==> config.mk <==
export PLATFORM = sky130hd
export DESIGN_NAME = pt2262_tx_ctrl_flat
export DESIGN_NICKNAME = d
export VERILOG_FILES = /design/src/rtl/pt2262_tx_ctrl_if.sv /design/src/rtl/pt2262_tx_ctrl.sv /design/src/flat_wrapper.sv
export SDC_FILE = /design/constraint.sdc
export NUM_CORES = 1
export LEC_CHECK = 0
export CAP_MARGIN = 30
export CORE_ASPECT_RATIO = 1.2
export CORE_MARGIN = 5
export CORE_UTILIZATION = 44
export CTS_CLUSTER_DIAMETER = 150
export DETAILED_ROUTE_END_ITERATION = 10
export PLACE_DENSITY = 0.84
export SETUP_SLACK_MARGIN = 0.15
export SLEW_MARGIN = 20
export SYNTH_ARGS = -nofsm -noshare
export SYNTH_HDL_FRONTEND = slang
export SYNTH_SLANG_ARGS = --single-unit
==> constraint.sdc <==
create_clock -name clk -period 3.44 [get_ports clk]
set_clock_uncertainty 0.2 [all_clocks]
set_input_delay 0.516 -clock clk [delete_from_list [all_inputs] [get_ports clk]]
set_output_delay 0.516 -clock clk [all_outputs]
set_load 0.02 [all_outputs]
==> src/rtl/pt2262_tx_ctrl_if.sv <==
// Bus between the PT2262 frame sequencer, its host command side and the
// bidirectional shift register it owns.
interface pt2262_tx_ctrl_if #(
    parameter int TRITS = 12
);
    logic                 start;
    logic [2*TRITS-1:0]   code;
    logic                 stop;
    logic                 busy;
    logic                 done;
    logic                 dout;
    logic [2:0]           sr_op;
    logic [2*TRITS-1:0]   sr_d;
    logic [1:0]           sr_pt_bit;
    logic [2*TRITS-1:0]   sr_q;

    // Host and shift-register side of the sequencer.
    modport master (
        output start, code, stop, sr_q,
        input  busy, done, dout, sr_op, sr_d, sr_pt_bit
    );

    // The sequencer itself.
    modport slave (
        input  start, code, stop, sr_q,
        output busy, done, dout, sr_op, sr_d, sr_pt_bit
    );
endinterface

==> src/rtl/pt2262_tx_ctrl.sv <==
// PT2262 frame sequencer: loads the code word into the external shift
// register, walks it two bits per trit and emits the on-air waveform
// (TRITS trits of 32 alpha plus a 128 alpha sync) for up to REPEAT frames.
module pt2262_tx_ctrl #(
    parameter int TRITS     = 12,
    parameter int ALPHA_CYC = 4,
    parameter int REPEAT    = 4
) (
    input  logic             clk,
    input  logic             rst_n,
    pt2262_tx_ctrl_if.slave  bus
);
    localparam int W  = 2 * TRITS;
    localparam int PW = (ALPHA_CYC > 1) ? $clog2(ALPHA_CYC) : 1;
    localparam int TW = (TRITS > 1) ? $clog2(TRITS) : 1;
    localparam int FW = (REPEAT > 1) ? $clog2(REPEAT) : 1;

    localparam logic [PW-1:0] PRESC_LAST      = PW'(ALPHA_CYC - 1);
    localparam logic [TW-1:0] TRIT_LAST       = TW'(TRITS - 1);
    localparam logic [FW-1:0] FRAME_LAST      = FW'(REPEAT - 1);
    localparam logic [6:0]    TRIT_ALPHA_LAST = 7'd31;
    localparam logic [6:0]    SYNC_ALPHA_LAST = 7'd127;
    localparam logic [6:0]    SYNC_HIGH_LEN   = 7'd4;

    localparam logic [1:0] ST_IDLE = 2'd0;
    localparam logic [1:0] ST_LOAD = 2'd1;
    localparam logic [1:0] ST_TRIT = 2'd2;
    localparam logic [1:0] ST_SYNC = 2'd3;

    localparam logic [2:0] OP_HOLD = 3'b000;
    localparam logic [2:0] OP_LOAD = 3'b011;
    localparam logic [2:0] OP_SHL2 = 3'b100;

    // Registered state
    logic [1:0]    state;
    logic [PW-1:0] presc;
    logic [6:0]    acnt;
    logic [TW-1:0] trit_idx;
    logic [FW-1:0] frame_cnt;
    logic          stop_seen;
    logic [W-1:0]  code_q;
    logic          busy_q;
    logic          done_q;
    logic          dout_q;

    // Next-state values
    logic [1:0]    nxt_state;
    logic [PW-1:0] nxt_presc;
    logic [6:0]    nxt_acnt;
    logic [TW-1:0] nxt_trit_idx;
    logic [FW-1:0] nxt_frame_cnt;
    logic [2:0]    sr_op_c;
    logic          done_c;
    logic          alpha_end;
    logic [1:0]    nxt_trit_sym;
    logic          dout_c;

    // Register contents after a 2-bit insert-left; its top pair is the
    // trit that becomes current once the shift takes effect.
    logic [W-1:0]  sr_shl;
    logic          sr_tail_unused;

    assign sr_shl         = bus.sr_q << 2;
    assign sr_tail_unused = ^sr_shl[W-3:0];

    // Level of a trit at alpha position a (0..31). Each half of the trit
    // is a 16 alpha pulse: narrow (4 high, 12 low) or wide (12 high, 4 low).
    // '0' is narrow/narrow, '1' wide/wide, 'f' narrow/wide.
    function automatic logic trit_level(input logic [1:0] trit, input logic [4:0] a);
        logic wide;
        if (a[4])
            wide = (trit != 2'b00);
        else
            wide = (trit == 2'b11);
        return wide ? (a[3:0] < 4'd12) : (a[3:0] < 4'd4);
    endfunction

    // Sequencer next-state, counter advance and shift-register command.
    always_comb begin
        alpha_end     = (presc == PRESC_LAST);
        nxt_state     = state;
        nxt_presc     = presc;
        nxt_acnt      = acnt;
        nxt_trit_idx  = trit_idx;
        nxt_frame_cnt = frame_cnt;
        sr_op_c       = OP_HOLD;
        done_c        = 1'b0;
        case (state)
            ST_IDLE: begin
                nxt_presc    = '0;
                nxt_acnt     = '0;
                nxt_trit_idx = '0;
                if (bus.start) begin
                    nxt_state     = ST_LOAD;
                    nxt_frame_cnt = '0;
                end
            end
            ST_LOAD: begin
                sr_op_c      = OP_LOAD;
                nxt_state    = ST_TRIT;
                nxt_presc    = '0;
                nxt_acnt     = '0;
                nxt_trit_idx = '0;
            end
            ST_TRIT: begin
                nxt_presc = alpha_end ? '0 : presc + 1'b1;
                if (alpha_end) begin
                    if (acnt == TRIT_ALPHA_LAST) begin
                        sr_op_c  = OP_SHL2;
                        nxt_acnt = '0;
                        if (trit_idx == TRIT_LAST) begin
                            nxt_state    = ST_SYNC;
                            nxt_trit_idx = '0;
                        end else begin
                            nxt_trit_idx = trit_idx + 1'b1;
                        end
                    end else begin
                        nxt_acnt = acnt + 7'd1;
                    end
                end
            end
            ST_SYNC: begin
                nxt_presc = alpha_end ? '0 : presc + 1'b1;
                if (alpha_end) begin
                    if (acnt == SYNC_ALPHA_LAST) begin
                        nxt_acnt = '0;
                        // Back-to-back frame: reload the word, no idle gap.
                        if (frame_cnt != FRAME_LAST && !stop_seen && !bus.stop) begin
                            sr_op_c       = OP_LOAD;
                            nxt_state     = ST_TRIT;
                            nxt_frame_cnt = frame_cnt + 1'b1;
                        end else begin
                            nxt_state     = ST_IDLE;
                            nxt_frame_cnt = '0;
                            done_c        = 1'b1;
                        end
                    end else begin
                        nxt_acnt = acnt + 7'd1;
                    end
                end
            end
            default: begin
                nxt_state = ST_IDLE;
            end
        endcase
    end

    // Look ahead to next cycle's waveform level so dout can be a flop.
    always_comb begin
        case (sr_op_c)
            OP_LOAD: nxt_trit_sym = code_q[W-1 -: 2];
            OP_SHL2: nxt_trit_sym = sr_shl[W-1 -: 2];
            default: nxt_trit_sym = bus.sr_q[W-1 -: 2];
        endcase
        case (nxt_state)
            ST_TRIT: dout_c = trit_level(nxt_trit_sym, nxt_acnt[4:0]);
            ST_SYNC: dout_c = (nxt_acnt < SYNC_HIGH_LEN);
            default: dout_c = 1'b0;
        endcase
    end

    // State, counters, sticky stop and registered outputs.
    always_ff @(posedge clk or negedge rst_n) begin
        if (!rst_n) begin
            state     <= ST_IDLE;
            presc     <= '0;
            acnt      <= '0;
            trit_idx  <= '0;
            frame_cnt <= '0;
            stop_seen <= 1'b0;
            busy_q    <= 1'b0;
            done_q    <= 1'b0;
            dout_q    <= 1'b0;
        end else begin
            state     <= nxt_state;
            presc     <= nxt_presc;
            acnt      <= nxt_acnt;
            trit_idx  <= nxt_trit_idx;
            frame_cnt <= nxt_frame_cnt;
            if (state == ST_IDLE)
                stop_seen <= 1'b0;
            else if (bus.stop)
                stop_seen <= 1'b1;
            busy_q    <= (nxt_state != ST_IDLE);
            done_q    <= done_c;
            dout_q    <= dout_c;
        end
    end

    // Latch the code word on an accepted start; the shift register is
    // always fed from this copy.
    always_ff @(posedge clk or negedge rst_n) begin
        if (!rst_n)
            code_q <= '0;
        else if (state == ST_IDLE && bus.start)
            code_q <= bus.code;
    end

    assign bus.busy      = busy_q;
    assign bus.done      = done_q;
    assign bus.dout      = dout_q;
    assign bus.sr_op     = sr_op_c;
    assign bus.sr_d      = code_q;
    assign bus.sr_pt_bit = 2'b00;
endmodule

==> src/flat_wrapper.sv <==
// flat-port wrapper written by rule: the top's interface ports become plain ports
module pt2262_tx_ctrl_flat 
#(
    parameter int TRITS     = 12,
    parameter int ALPHA_CYC = 4,
    parameter int REPEAT    = 4
)
  (clk, rst_n, bus_start, bus_code, bus_stop, bus_sr_q, bus_busy, bus_done, bus_dout, bus_sr_op, bus_sr_d, bus_sr_pt_bit);
  pt2262_tx_ctrl_if #(.TRITS(TRITS)) bus_i ();
  input  logic clk;
  input  logic rst_n;
  input wire logic [$bits(bus_i.start)-1:0] bus_start;
  input wire logic [$bits(bus_i.code)-1:0] bus_code;
  input wire logic [$bits(bus_i.stop)-1:0] bus_stop;
  input wire logic [$bits(bus_i.sr_q)-1:0] bus_sr_q;
  output wire logic [$bits(bus_i.busy)-1:0] bus_busy;
  output wire logic [$bits(bus_i.done)-1:0] bus_done;
  output wire logic [$bits(bus_i.dout)-1:0] bus_dout;
  output wire logic [$bits(bus_i.sr_op)-1:0] bus_sr_op;
  output wire logic [$bits(bus_i.sr_d)-1:0] bus_sr_d;
  output wire logic [$bits(bus_i.sr_pt_bit)-1:0] bus_sr_pt_bit;
  assign bus_i.start = bus_start;
  assign bus_i.code = bus_code;
  assign bus_i.stop = bus_stop;
  assign bus_i.sr_q = bus_sr_q;
  assign bus_busy = bus_i.busy;
  assign bus_done = bus_i.done;
  assign bus_dout = bus_i.dout;
  assign bus_sr_op = bus_i.sr_op;
  assign bus_sr_d = bus_i.sr_d;
  assign bus_sr_pt_bit = bus_i.sr_pt_bit;
  pt2262_tx_ctrl #(.TRITS(TRITS), .ALPHA_CYC(ALPHA_CYC), .REPEAT(REPEAT)) u_core (.clk(clk), .rst_n(rst_n), .bus(bus_i));
endmodule
==> metrics.md <==
| Metric | Value |
|---|---|
| Crit path kind | `reg -> out` |
| Slew @ Worst Pin | `814 ps` |
| CTS Hold Bufs | `0` |
| CP max FO | `13` |
| Layout Nets | `354` |
| Synth Warn # | `0` |
| Clock sink total | `45` |
| Vias in the first global route | `1792` |
| Status | `complete, no violations` |
| Share of cells above drive strength 1 | `9.09%` |
| Die width | `74.7 um` |
| Final setup fails | `0` |
| Peak Freq | `324 MHz` |
| CP most frequent cell | `nand2_1` |
| Largest family of logic cells by synthesized area | `simple AND/OR/NAND/NOR gates` |
| Worst skew pair latency | `300 ps` |
| Setup ws final | `354 ps` |
| Synth Area in Simple Gates | `27.8%` |
| WL final | `4.94 mm` |
| Peak VDD IR | `0.484 mV` |
| Hold Crit Class | `in -> async` |
| Adder-cell share of the synthesized area | `3.85%` |
| Dpl hpwl | `3.71 mm` |
| Port Buffers | `61` |
| Total grt overflow | `0` |
| Clock Tree Buf Depth | `2` |
| Post-Syn Area | `2210 um2` |
| Compound-gate portion of the synthesized area | `11.4%` |
| Most frequent cells in the layout | `nand2_1 (83), clkdlybuf4s50_1 (58), dfrtp_1 (45)` |
| Top-area cell type share of the netlist area | `51.0%` |
| Commonest non-fill, non-tap cell in the layout | `nand2_1` |
| Critical Path Start Type | `register` |
| Tmin final | `3090 ps` |
| # rows | `28` |
| Chip height | `87.6 um` |
| Ports | `84` |
| Leakage | `1.49 nW` |
| Cell taking the most area after synthesis | `dfrtp_1` |
| Crit path cell chain | `nand2_1, nor3_4, nand2_1, nand2_1, and2_1, clkdlybuf4s50_1` |
| Initial antenna violation count | `0` |
| Crit path max-delay cell type | `dfrtp_1` |
| CP Capture Type | `primary output` |
| CP max stage delay | `620 ps` |
| Final setup TNS | `0 ps` |
| Cells after Synth | `235` |
| Worst path arrival time | `2370 ps` |
| Required @ worst endpoint | `2720 ps` |
| Post-synthesis register bit count | `45` |
| Max_slew headroom | `45.7%` |
| Initial DRC Count | `77` |
| Routed len/inst | `13.8 um` |
| Core Region | `4900 um2` |
| Global-route wire length before repair | `8.36 mm` |
| # DRC | `0` |
| Clock transition at path regs | `90 ps` |
| Dpl ws | `504 ps` |
| Gr usage total | `16.8%` |
| Yosys cell types | `48` |
| Post-CTS setup repair buffer count | `0` |
| Delay-heaviest family, CP | `simple AND/OR/NAND/NOR gates` |
| CTS tree | `built` |
| WP buf/inv | `1` |
| Die footprint | `6540 um2` |
| DRT Pass-1 Iters | `4` |
| # diodes | `0` |
| Post-synthesis xor/xnor area fraction | `1.19%` |
| Top_reg_cell synth | `dfrtp_1` |
| Post-DR vias/cell | `5.10` |
| Final Hold Viols | `0` |
| Final Cycle Share | `89.7%` |
| Final Max Tran Viols | `0` |
| CTS resizes | `0` |
| Number of max-cap violations | `0` |
| CTS Root Cell | `clkbuf_8` |
| CTS Buf Count | `5` |
| RD Place Congestion | `0.847` |
| PwrDens | `418 nW/um2` |
| Synth-to-layout area growth | `36.7%` |
| Asr flop ratio synth | `100%` |
| Final ANT Viol Nets | `0` |
| Largest net degree at the start of global routing | `27` |
| Unrepaired setup endpoints after global routing | `false` |
| Htree depth | `2` |
| Initial Util | `45.0%` |
| Seq/Total Area, Yosys | `51.0%` |
| Avg Synthesized Cell Area | `9.39 um2` |
| Via count | `1821` |
| Ranking of synthesized cells by area | `dfrtp_1 (51%), nand2_1 (14%), ha_1 (3.4%), o21ai_0 (1.8%), and2_1 (1.4%)` |
| Number of flops mapped to enable cells by yosys | `0` |
| Mux contribution to synthesized area | `0.907%` |
cells in the mapped netlist (2+ instances only):
library cell	number
nand2_1	83
dfrtp_1	45
nor2_1	8
o21ai_0	8
clkbuf_1	7
a21oi_1	6
ha_1	6
and2_1	5
nand2b_1	5
nand3_1	5
buf_4	4
inv_1	4
nand4_1	3
nor2b_1	3
nor3_1	3
a221oi_1	2
and3_1	2
and3_2	2
buf_2	2
mux2i_1	2
nor3b_1	2
xor2_1	2
stage by stage:
step / utilization (%) / cell area, um2 / power [mW] / instances / hold WS, ps
2_1_floorplan: - / 2210 / 0.757 / 236 / 20.4
3_3_place_gp: 58.2 / 2860 / 0.836 / 348 / 224
3_5_place_dp: 58.8 / 2880 / 0.850 / 349 / 234
4_1_cts: 61.2 / 3000 / 1.27 / 357 / 55.5
5_1_grt: 61.5 / 3020 / 1.33 / 357 / 83.1
6_report: 61.5 / 3020 / 1.26 / 357 / 32.0
worst paths after layout:
check	end	slack, ps	cells after the start	startpoint
worst min-delay path	u_core.bus.sr_d[4]	30	1	rst_n
worst max register to register	u_core.bus.dout	550	10	u_core.acnt[0]
min in group clk	u_core.presc[0]	250	1	u_core.presc[0]
worst min register to register	u_core.presc[0]	250	1	u_core.presc[0]
max in group asynchronous	u_core.acnt[2]	2480	2	rst_n
worst max-delay path	bus_sr_op[0]	350	6	u_core.acnt[5]
sequential cells by signal (all words and copies together) (netlist names):
name              count
u_core.trit_idx       4
u_core.bus.dout       1
u_core.bus.done       1
u_core.state          2
u_core.presc          2
u_core.bus.sr_d      24
u_core.bus.busy       1
u_core.acnt           7
u_core.frame_cnt      2
u_core.stop_seen      1
kinds of logic (layout without fill, tap and decap cells):
family / after synthesis / count (layout)
xor gates and xnor gates: 3 / 3
adders and majority gates: 7 / 7
other: 1 / 2
and+or+nand+nor: 129 / 129
DFF: 45 / 45
muxes: 2 / 2
AOI/OAI and AO/OA: 31 / 31
buffers and inverters: 17 / 78
final cells by class:
type,count,area [um2]
well taps,60,75.1
flip-flops and latches,45,1130
repair buffers,66,668
clock buffers,6,82.6
fillers,410,1890
inverters,4,15.0
multi-input cells,174,1010
clock inverters,2,37.5
layer usage:
layer	vias up	routed length (um)	track usage [%]	part of all wire, %
li1	908	-	-	-
met1	851	1950	20.0	39
met2	50	2570	28.2	52
met3	12	283	4.59	5.7
met4	0	139	7.12	2.8
met5	-	0	0	0
power by group:
part | switching (mW) | internal (mW)
clock | 0.181 | 0.236
combinational | 0.0949 | 0.116
sequential | 0.0608 | 0.571
No activity file was read; power rests on OpenSTA's default activity.
